**src/rtl/mem_stage_lsu_if.sv**
```systemverilog
// Bundle of the MEM-stage load/store request port, the response port and the
// byte-wide data-memory port. The LSU is the master; the pipeline plus the
// memory together form the slave side.
//
// Handshakes:
//   request : a request transfers on a rising edge where req_valid=1, at least
//             one of req_read/req_write=1 and req_ready=1. While req_ready=0 the
//             pipeline holds its request unchanged.
//   response: resp_valid is a single-cycle pulse; there is no back-pressure.
//   memory  : a byte beat completes on a rising edge where mem_req=1 and
//             mem_ack=1; mem_addr/mem_we/mem_wdata are stable until then and
//             mem_ack is meaningless while mem_req=0.
interface mem_stage_lsu_if #(
    parameter int ADDR_W   = 10,
    parameter int RESULT_W = 64
);
    logic                req_valid;
    logic                req_read;
    logic                req_write;
    logic                req_byte;
    logic [ADDR_W-1:0]   req_addr;
    logic [31:0]         req_wdata;
    logic                req_ready;
    logic                resp_valid;
    logic [RESULT_W-1:0] resp_rdata;
    logic                mem_req;
    logic                mem_we;
    logic [ADDR_W-1:0]   mem_addr;
    logic [7:0]          mem_wdata;
    logic                mem_ack;
    logic [7:0]          mem_rdata;
    // FSM state of the LSU, for observation only
    logic [1:0]          dbg_state;

    modport master (
        input  req_valid, req_read, req_write, req_byte, req_addr, req_wdata,
        output req_ready, resp_valid, resp_rdata,
        output mem_req, mem_we, mem_addr, mem_wdata,
        input  mem_ack, mem_rdata,
        output dbg_state
    );

    modport slave (
        output req_valid, req_read, req_write, req_byte, req_addr, req_wdata,
        input  req_ready, resp_valid, resp_rdata,
        input  mem_req, mem_we, mem_addr, mem_wdata,
        output mem_ack, mem_rdata,
        input  dbg_state
    );
endinterface

```
**src/rtl/mem_stage_lsu.sv**
```systemverilog
// MEM-stage load/store unit: accepts one load/store, stalls the pipeline while
// it runs one byte beat per memory handshake (big-endian order), and returns a
// zero-extended load result.
module mem_stage_lsu #(
    parameter int ADDR_W   = 10,
    parameter int RESULT_W = 64
) (
    input  logic            clk,
    input  logic            rst_n,
    mem_stage_lsu_if.master bus
);
    typedef enum logic [1:0] {
        ST_IDLE = 2'd0,
        ST_BUSY = 2'd1,
        ST_DONE = 2'd2
    } state_t;

    state_t              state_q, state_d;
    logic [1:0]          k_q, k_d;
    logic [ADDR_W-1:0]   addr_q, addr_d;
    logic [31:0]         wdata_q, wdata_d;
    logic                byte_q, byte_d;
    logic                store_q, store_d;
    logic [23:0]         asm_q, asm_d;
    logic [RESULT_W-1:0] rdata_q, rdata_d;

    logic                accept;
    logic                beat_ack;
    logic                last_beat;
    logic [1:0]          beat_off;

    // Decode of the request/beat events; a byte access is a single beat at A+3
    always_comb begin
        accept    = (state_q == ST_IDLE) && bus.req_valid && (bus.req_read || bus.req_write);
        beat_ack  = (state_q == ST_BUSY) && bus.mem_ack;
        last_beat = byte_q || (k_q == 2'd3);
        beat_off  = byte_q ? 2'd3 : k_q;
    end

    // FSM next state and control outputs
    always_comb begin
        state_d        = state_q;
        bus.req_ready  = 1'b0;
        bus.resp_valid = 1'b0;
        bus.mem_req    = 1'b0;
        bus.mem_we     = 1'b0;
        case (state_q)
            ST_IDLE: begin
                bus.req_ready = 1'b1;
                if (accept) state_d = ST_BUSY;
            end
            ST_BUSY: begin
                bus.mem_req = 1'b1;
                bus.mem_we  = store_q;
                if (beat_ack && last_beat) state_d = ST_DONE;
            end
            ST_DONE: begin
                bus.resp_valid = 1'b1;
                state_d        = ST_IDLE;
            end
            default: state_d = ST_IDLE;
        endcase
    end

    // Datapath next state: capture on acceptance, shift/advance on each beat ack
    always_comb begin
        k_d     = k_q;
        addr_d  = addr_q;
        wdata_d = wdata_q;
        byte_d  = byte_q;
        store_d = store_q;
        asm_d   = asm_q;
        rdata_d = rdata_q;
        if (accept) begin
            addr_d  = bus.req_addr;
            wdata_d = bus.req_wdata;
            byte_d  = bus.req_byte;
            // write wins when both ops are asserted
            store_d = bus.req_write;
            k_d     = 2'd0;
            asm_d   = 24'd0;
        end else if (beat_ack) begin
            k_d   = k_q + 2'd1;
            asm_d = {asm_q[15:0], bus.mem_rdata};
            // asm_q is cleared at acceptance, so a byte load lands as {0, b3}
            if (last_beat && !store_q) rdata_d = RESULT_W'({asm_q, bus.mem_rdata});
        end
    end

    // Memory address/data for the current beat; stable for the whole beat
    always_comb begin
        bus.mem_addr  = addr_q + ADDR_W'(beat_off);
        bus.mem_wdata = wdata_q[7:0];
        if (!byte_q) begin
            case (k_q)
                2'd0:    bus.mem_wdata = wdata_q[31:24];
                2'd1:    bus.mem_wdata = wdata_q[23:16];
                2'd2:    bus.mem_wdata = wdata_q[15:8];
                default: bus.mem_wdata = wdata_q[7:0];
            endcase
        end
        bus.resp_rdata = rdata_q;
        bus.dbg_state  = state_q;
    end

    // State registers; reset aborts any access in flight
    always_ff @(posedge clk or negedge rst_n) begin
        if (!rst_n) begin
            state_q <= ST_IDLE;
            k_q     <= 2'd0;
            addr_q  <= '0;
            wdata_q <= 32'd0;
            byte_q  <= 1'b0;
            store_q <= 1'b0;
            asm_q   <= 24'd0;
            rdata_q <= '0;
        end else begin
            state_q <= state_d;
            k_q     <= k_d;
            addr_q  <= addr_d;
            wdata_q <= wdata_d;
            byte_q  <= byte_d;
            store_q <= store_d;
            asm_q   <= asm_d;
            rdata_q <= rdata_d;
        end
    end
endmodule
```
**src/flat_wrapper.sv**
```systemverilog
// flat-port wrapper written by rule: the top's interface ports become plain ports
module mem_stage_lsu_flat 
#(
    parameter int ADDR_W   = 10,
    parameter int RESULT_W = 64
)
  (clk, rst_n, bus_req_valid, bus_req_read, bus_req_write, bus_req_byte, bus_req_addr, bus_req_wdata, bus_req_ready, bus_resp_valid, bus_resp_rdata, bus_mem_req, bus_mem_we, bus_mem_addr, bus_mem_wdata, bus_mem_ack, bus_mem_rdata, bus_dbg_state);
  mem_stage_lsu_if #(.ADDR_W(ADDR_W), .RESULT_W(RESULT_W)) bus_i ();
  input  logic clk;
  input  logic rst_n;
  input wire logic [$bits(bus_i.req_valid)-1:0] bus_req_valid;
  input wire logic [$bits(bus_i.req_read)-1:0] bus_req_read;
  input wire logic [$bits(bus_i.req_write)-1:0] bus_req_write;
  input wire logic [$bits(bus_i.req_byte)-1:0] bus_req_byte;
  input wire logic [$bits(bus_i.req_addr)-1:0] bus_req_addr;
  input wire logic [$bits(bus_i.req_wdata)-1:0] bus_req_wdata;
  output wire logic [$bits(bus_i.req_ready)-1:0] bus_req_ready;
  output wire logic [$bits(bus_i.resp_valid)-1:0] bus_resp_valid;
  output wire logic [$bits(bus_i.resp_rdata)-1:0] bus_resp_rdata;
  output wire logic [$bits(bus_i.mem_req)-1:0] bus_mem_req;
  output wire logic [$bits(bus_i.mem_we)-1:0] bus_mem_we;
  output wire logic [$bits(bus_i.mem_addr)-1:0] bus_mem_addr;
  output wire logic [$bits(bus_i.mem_wdata)-1:0] bus_mem_wdata;
  input wire logic [$bits(bus_i.mem_ack)-1:0] bus_mem_ack;
  input wire logic [$bits(bus_i.mem_rdata)-1:0] bus_mem_rdata;
  output wire logic [$bits(bus_i.dbg_state)-1:0] bus_dbg_state;
  assign bus_i.req_valid = bus_req_valid;
  assign bus_i.req_read = bus_req_read;
  assign bus_i.req_write = bus_req_write;
  assign bus_i.req_byte = bus_req_byte;
  assign bus_i.req_addr = bus_req_addr;
  assign bus_i.req_wdata = bus_req_wdata;
  assign bus_req_ready = bus_i.req_ready;
  assign bus_resp_valid = bus_i.resp_valid;
  assign bus_resp_rdata = bus_i.resp_rdata;
  assign bus_mem_req = bus_i.mem_req;
  assign bus_mem_we = bus_i.mem_we;
  assign bus_mem_addr = bus_i.mem_addr;
  assign bus_mem_wdata = bus_i.mem_wdata;
  assign bus_i.mem_ack = bus_mem_ack;
  assign bus_i.mem_rdata = bus_mem_rdata;
  assign bus_dbg_state = bus_i.dbg_state;
  mem_stage_lsu #(.ADDR_W(ADDR_W), .RESULT_W(RESULT_W)) u_core (.clk(clk), .rst_n(rst_n), .bus(bus_i));
endmodule
```
**config.mk**
```make
export PLATFORM = sky130hd
export DESIGN_NAME = mem_stage_lsu_flat
export DESIGN_NICKNAME = d
export VERILOG_FILES = /design/src/rtl/mem_stage_lsu_if.sv /design/src/rtl/mem_stage_lsu.sv /design/src/flat_wrapper.sv
export SDC_FILE = /design/constraint.sdc
export NUM_CORES = 1
export LEC_CHECK = 0
export CORE_ASPECT_RATIO = 1.75
export CORE_UTILIZATION = 43
export CTS_BUF_LIST = sky130_fd_sc_hd__clkbuf_8 sky130_fd_sc_hd__clkbuf_16
export DETAILED_ROUTE_END_ITERATION = 7
export GPL_TIMING_DRIVEN = 0
export PLACE_DENSITY = 0.77
export SLEW_MARGIN = 30
export SYNTH_ARGS = -nofsm -noshare
export SYNTH_HDL_FRONTEND = slang
export SYNTH_SLANG_ARGS = --single-unit
```
**constraint.sdc**
```tcl
create_clock -name clk -period 2 [get_ports clk]
set_input_delay 0.3 -clock clk [delete_from_list [all_inputs] [get_ports clk]]
set_output_delay 0.3 -clock clk [all_outputs]
set_load 0.01 [all_outputs]
```
# After elaboration in Yosys (flattened, before gate mapping)
# Index checks and enable logic that the tools add are counted.
[totals]
ff_bits = 104
out_inout_bits = 88
inputBits = 57
[classes]
reduce_logical = 13
n_addsub = 2
muxes = 14
bitwise = 1
n_eq_ne = 7
[ops]
columns = ["cell", "count"]
rows = [
  ["24-bit 2-to-1 mux", 2],
  ["8-bit case mux with 3 select lines", 1],
  ["10-bit by 2-bit adder with 10-bit output", 1],
  ["2-bit 2-to-1 mux", 5],
  ["8-bit 2-to-1 mux", 1],
  ["2-bit equality test (second input constant)", 3],
  ["1-bit logical AND", 5],
  ["2-bit by 1-bit equality test with 1-bit output (second input constant)", 2],
  ["2-bit zero test", 2],
  ["1-bit 2-to-1 mux", 4],
  ["2-bit case mux with 2 select lines", 1],
  ["3-bit AND reduction", 1],
  ["2-bit by 1-bit adder with 2-bit output (second input constant)", 1],
  ["1-bit logical OR", 2],
  ["2-bit by 1-bit inequality test with 1-bit output (second input constant)", 1],
  ["2-bit inequality test (second input constant)", 1],
  ["2-bit AND reduction", 1],
  ["2-bit nonzero test", 1],
  ["1-bit zero test", 1],
  ["1-bit NOT", 1],
]

# Longest topological paths before layout
[depth]
word_depth = 5
depth_mapped = 6
mapped_depth_nobuf = 6

# Worst setup path before layout
# No wires, ideal clock.
[synth_path]
path_kind = "reg-to-output"
start = "register u_core.k_q[0]"
end = "output bus_mem_addr[8]"
path_stages_with_launch = 7
t_arrival_ns = 1.742
path_buffers = 0
setup_slack_ns = -0.042
path_cell_list = "dfrtp_1 > or2_2 > ha_1 > inv_1 > fa_1 > nor4b_1 > xor2_1"
[synth_between]
elab_chain_cells = 2
[synth_rtl]
columns = ["element", "line", "text"]
rows = [
  ["start: declaration", "mem_stage_lsu.sv:19", "logic [1:0] k_q, k_d;"],
  ["start signal: assignment", "mem_stage_lsu.sv:119", "k_q <= k_d;"],
  ["2-bit 2-to-1 mux", "mem_stage_lsu.sv:37", "beat_off = byte_q ? 2'd3 : k_q;"],
  ["10-bit by 2-bit adder with 10-bit output", "mem_stage_lsu.sv:92", "bus.mem_addr = addr_q + ADDR_W'(beat_off);"],
  ["end: declaration", "flat_wrapper.sv:22", "output wire logic [$bits(bus_i.mem_addr)-1:0] bus_mem_addr;"],
]
# Every way passes these cells.

# Worst setup path after layout
[layout_path]
start = "register u_core.k_q[0]"
end = "output bus_mem_wdata[2]"
[layout_between]
elab_chain_cells = 3
word_cells_on_any_way = 5
cone_classes = "eq/ne (2); mux (2); reduce/logical (1)"
[layout_rtl]
columns = ["element", "line", "text"]
rows = [
  ["2-bit equality test, or another cell as far along", "mem_stage_lsu.sv:95", "case (k_q)"],
  ["8-bit case mux with 3 select lines *", "mem_stage_lsu.sv:95", ""],
  ["8-bit 2-to-1 mux *", "mem_stage_lsu.sv:94", "if (!byte_q) begin"],
  ["end: declaration", "flat_wrapper.sv:23", "output wire logic [$bits(bus_i.mem_wdata)-1:0] bus_mem_wdata;"],
]
# Every way passes the cells marked *; elsewhere a longest branch is shown, timed or not.

==> run metrics <==
drt drc=0; GRT Overall Usage=21.03%; Synth Instances=387; Leak=3.276 nW; crit end category=primary output; final cell count without fillers=701; share of layout cells above drive strength 1=37.48%; Critical Path AT=2110 ps; CTS tree=yes; via count of the first global-routing pass=3657; hold_ws=457.8 ps; maximum clock rate=415.5 MHz; Max-Cap Viols=0; Setup Total Neg Slack=-4997 ps; First-pass DRT Iterations=4; layer with the highest usage=met2; core footprint=0.01076 sq mm; antenna-violating nets left=0; Setup Crit Path Kind=register to primary output; Flop pwr share=34.6%; via count=3432; DR WL/cell=16.09 um; Power Dens Cells=1582 mW/mm^2; RSZ-0062 raised after global routing=true; met2 GRT Util=38.82%; I/O pins=145; H-tree depth=3; failing checks=negative setup slack; Net Sw Power=3.635 mW; Std-Cell Rows=50; FILL cells=819; Combinational Power Share=47.1%; Post-DP HPWL=8001 um; CP Max Fanout=5; met3 usage=5.016%; die area=0.01153 sq mm; global-route wire length before repair=18040 um; Tcrit/Tclk final=120.3%; gr ovfl total=0; Final setup violation count=17; commonest cells after routing, fill and taps aside=102 x dfrtp_1, 92 x clkdlybuf4s50_1, 60 x nand2_1, 55 x buf_4, 46 x mux2_2; clk buf depth=2; antenna violations before repair=0; #FFs+latches synth=104; Fin. Hold Viols=0; Tot Pwr=10.94 mW; status=complete, but fails checks; YS warnings=0; CP Data Required Time=1700 ps; initial DRC count=211; Seq/Total Area, Yosys=54.56%; routed vias/inst=4.896; pin count of the biggest net entering global routing=56; Final Wtd Congestion=0.7398; Placed Instances=661; number of antenna diodes=0; Clock Power Share=18.3%; Slew Limit Fails=0; Routed WL=11280 um; switching portion of total power=33.23%; CTS Sinks=104; CTS Buf Count=9; Final Skew=6.652 ps; Mean Syn Cell Area=12.32 sq um; Nets=632; most common cell after layout, fill and taps aside=dfrtp_1; Cell variety after synth=35; slack of the critical path=-406.6 ps; min cycle time layout=2407 ps; Die X=81.62 um; clk root buf=clkbuf_16; CTS clk-pin slew, worst paths=70 ps; peak supply drop=1.018 mV; PortBufs=112; worst slack at placement=-649.3 ps; Starting Density=44.33%; Area Growth Syn to Fin=45.04%; Netlist Area Pre-Place=0.004770 sq mm; Pint=7.306 mW; Hold WC Path Type=input pin to asynchronous set/reset pin; Post-synth ARST share=100.0%; Post-synth EDFFs=0; CP startpoint kind=register; Chip Height=141.3 um; dominant register cell in the synthesized netlist=dfrtp_1; Clk Latency, worst-skew pair=340 ps; met1 Usage GRT=22.33%
## critical path, cell delays in order (launching register included)
cell and delay [ps]:
dfrtp_2 390, buf_4 120, buf_6 110, clkinvlp_4 110
ha_4 200, buf_4 140, a222oi_1 430, o21ai_2 110
buf_2 150
## power by group through the flow
stage	sequential (mW)	clock, mW	combinational, mW
after floorplan	3.73	0	2.39
after global placement	3.72	0	4.35
after detailed placement	3.78	0	4.45
after CTS	3.77	2.04	4.97
after global routing	3.89	2.11	5.55
final	3.78	2.01	5.15
## registers in the layout, summed over array words and instances, names as in the netlist
| register | cells |
|---|---|
| u_core.bus.resp_rdata | 32 |
| u_core.bus.dbg_state | 2 |
| u_core.addr_q | 10 |
| u_core.store_q | 1 |
| u_core.asm_q | 24 |
| u_core.byte_q | 1 |
| u_core.k_q | 2 |
| u_core.wdata_q | 32 |
## layout make-up
| class | instances | area [sq um] | share of cell area, % |
|---|---|---|---|
| repair buffers | 143 | 1326 | 19.17 |
| inverters | 6 | 26.28 | 0.3798 |
| multi-input cells | 254 | 2085 | 30.13 |
| plain buffers | 49 | 370.4 | 5.354 |
| well taps | 130 | 162.7 | 2.351 |
| clock inverters | 5 | 103.9 | 1.501 |
| clock buffers | 10 | 239.0 | 3.455 |
| flip-flops and latches | 104 | 2605 | 37.66 |
## routing by layer
metal	share of wire [%]	wire length, um
met5	0	0
met3	5.9	666
met1	35	3990
met2	57	6396
met4	2.0	226
## per-stage QoR
stage | cell area (sq um) | util [%]
floorplan | 4892 | -
global placement | 6176 | 57.40
detailed placement | 6205 | 57.66
CTS | 6810 | 63.29
global route | 6918 | 64.29
finish | 6918 | 64.29
## cells by family (layout without fill, tap and decap cells)
family	Yosys count	count (layout)	synth area share [%]
fa+ha+maj	8	8	2.256
flops	104	104	54.56
buf+inv	60	213	7.922
simple gates	84	84	7.582
other cells	1	32	0.07862
mux	76	76	20.30
xor+xnor	8	8	1.469
compound gates	46	46	5.824
## cells in the mapped netlist, types with 5 or more instances
cell        n  area, sq um
nand2_1    64        240.2
a21oi_1    27        135.1
buf_4      32        240.2
mux2_4     30        450.4
o21ai_0     8        40.04
clkbuf_1    8        30.03
mux2_2     46        518.0
ha_1        7        87.58
nor2_1      5        18.77
a222oi_1    8        80.08
xor2_1      6        52.55
dfrtp_1   104         2603
inv_1       6        22.52
buf_2       8        40.04
## final timing paths
kind | start | depth (start not counted) | end | slack [ps]
setup / recovery | u_core.k_q[0]$_DFFE_PN0P_ | 8 | bus_mem_wdata[2] | -410
min in group clk | u_core.asm_q[18]$_DFFE_PN0P_ | 1 | u_core.bus.resp_rdata[26]$_DFFE_PN0P_ | 510
hold reg to reg | u_core.asm_q[18]$_DFFE_PN0P_ | 1 | u_core.bus.resp_rdata[26]$_DFFE_PN0P_ | 510
hold / removal | rst_n | 2 | u_core.addr_q[7]$_DFFE_PN0P_ | 460
setup reg to reg | u_core.k_q[0]$_DFFE_PN0P_ | 8 | u_core.bus.resp_rdata[13]$_DFFE_PN0P_ | 80
max in group asynchronous | rst_n | 3 | u_core.asm_q[11]$_DFFE_PN0P_ | 900
## what timing repair did
item	in CTS	in global routing
hold buffers	1	0
gates resized for setup	121	13
hold endpoints to repair	49	0
endpoints found under the setup margin	32	47
setup buffers	20	8
pin swaps	17	11
gates cloned	1	0
Power figures use the tool's default switching activity.
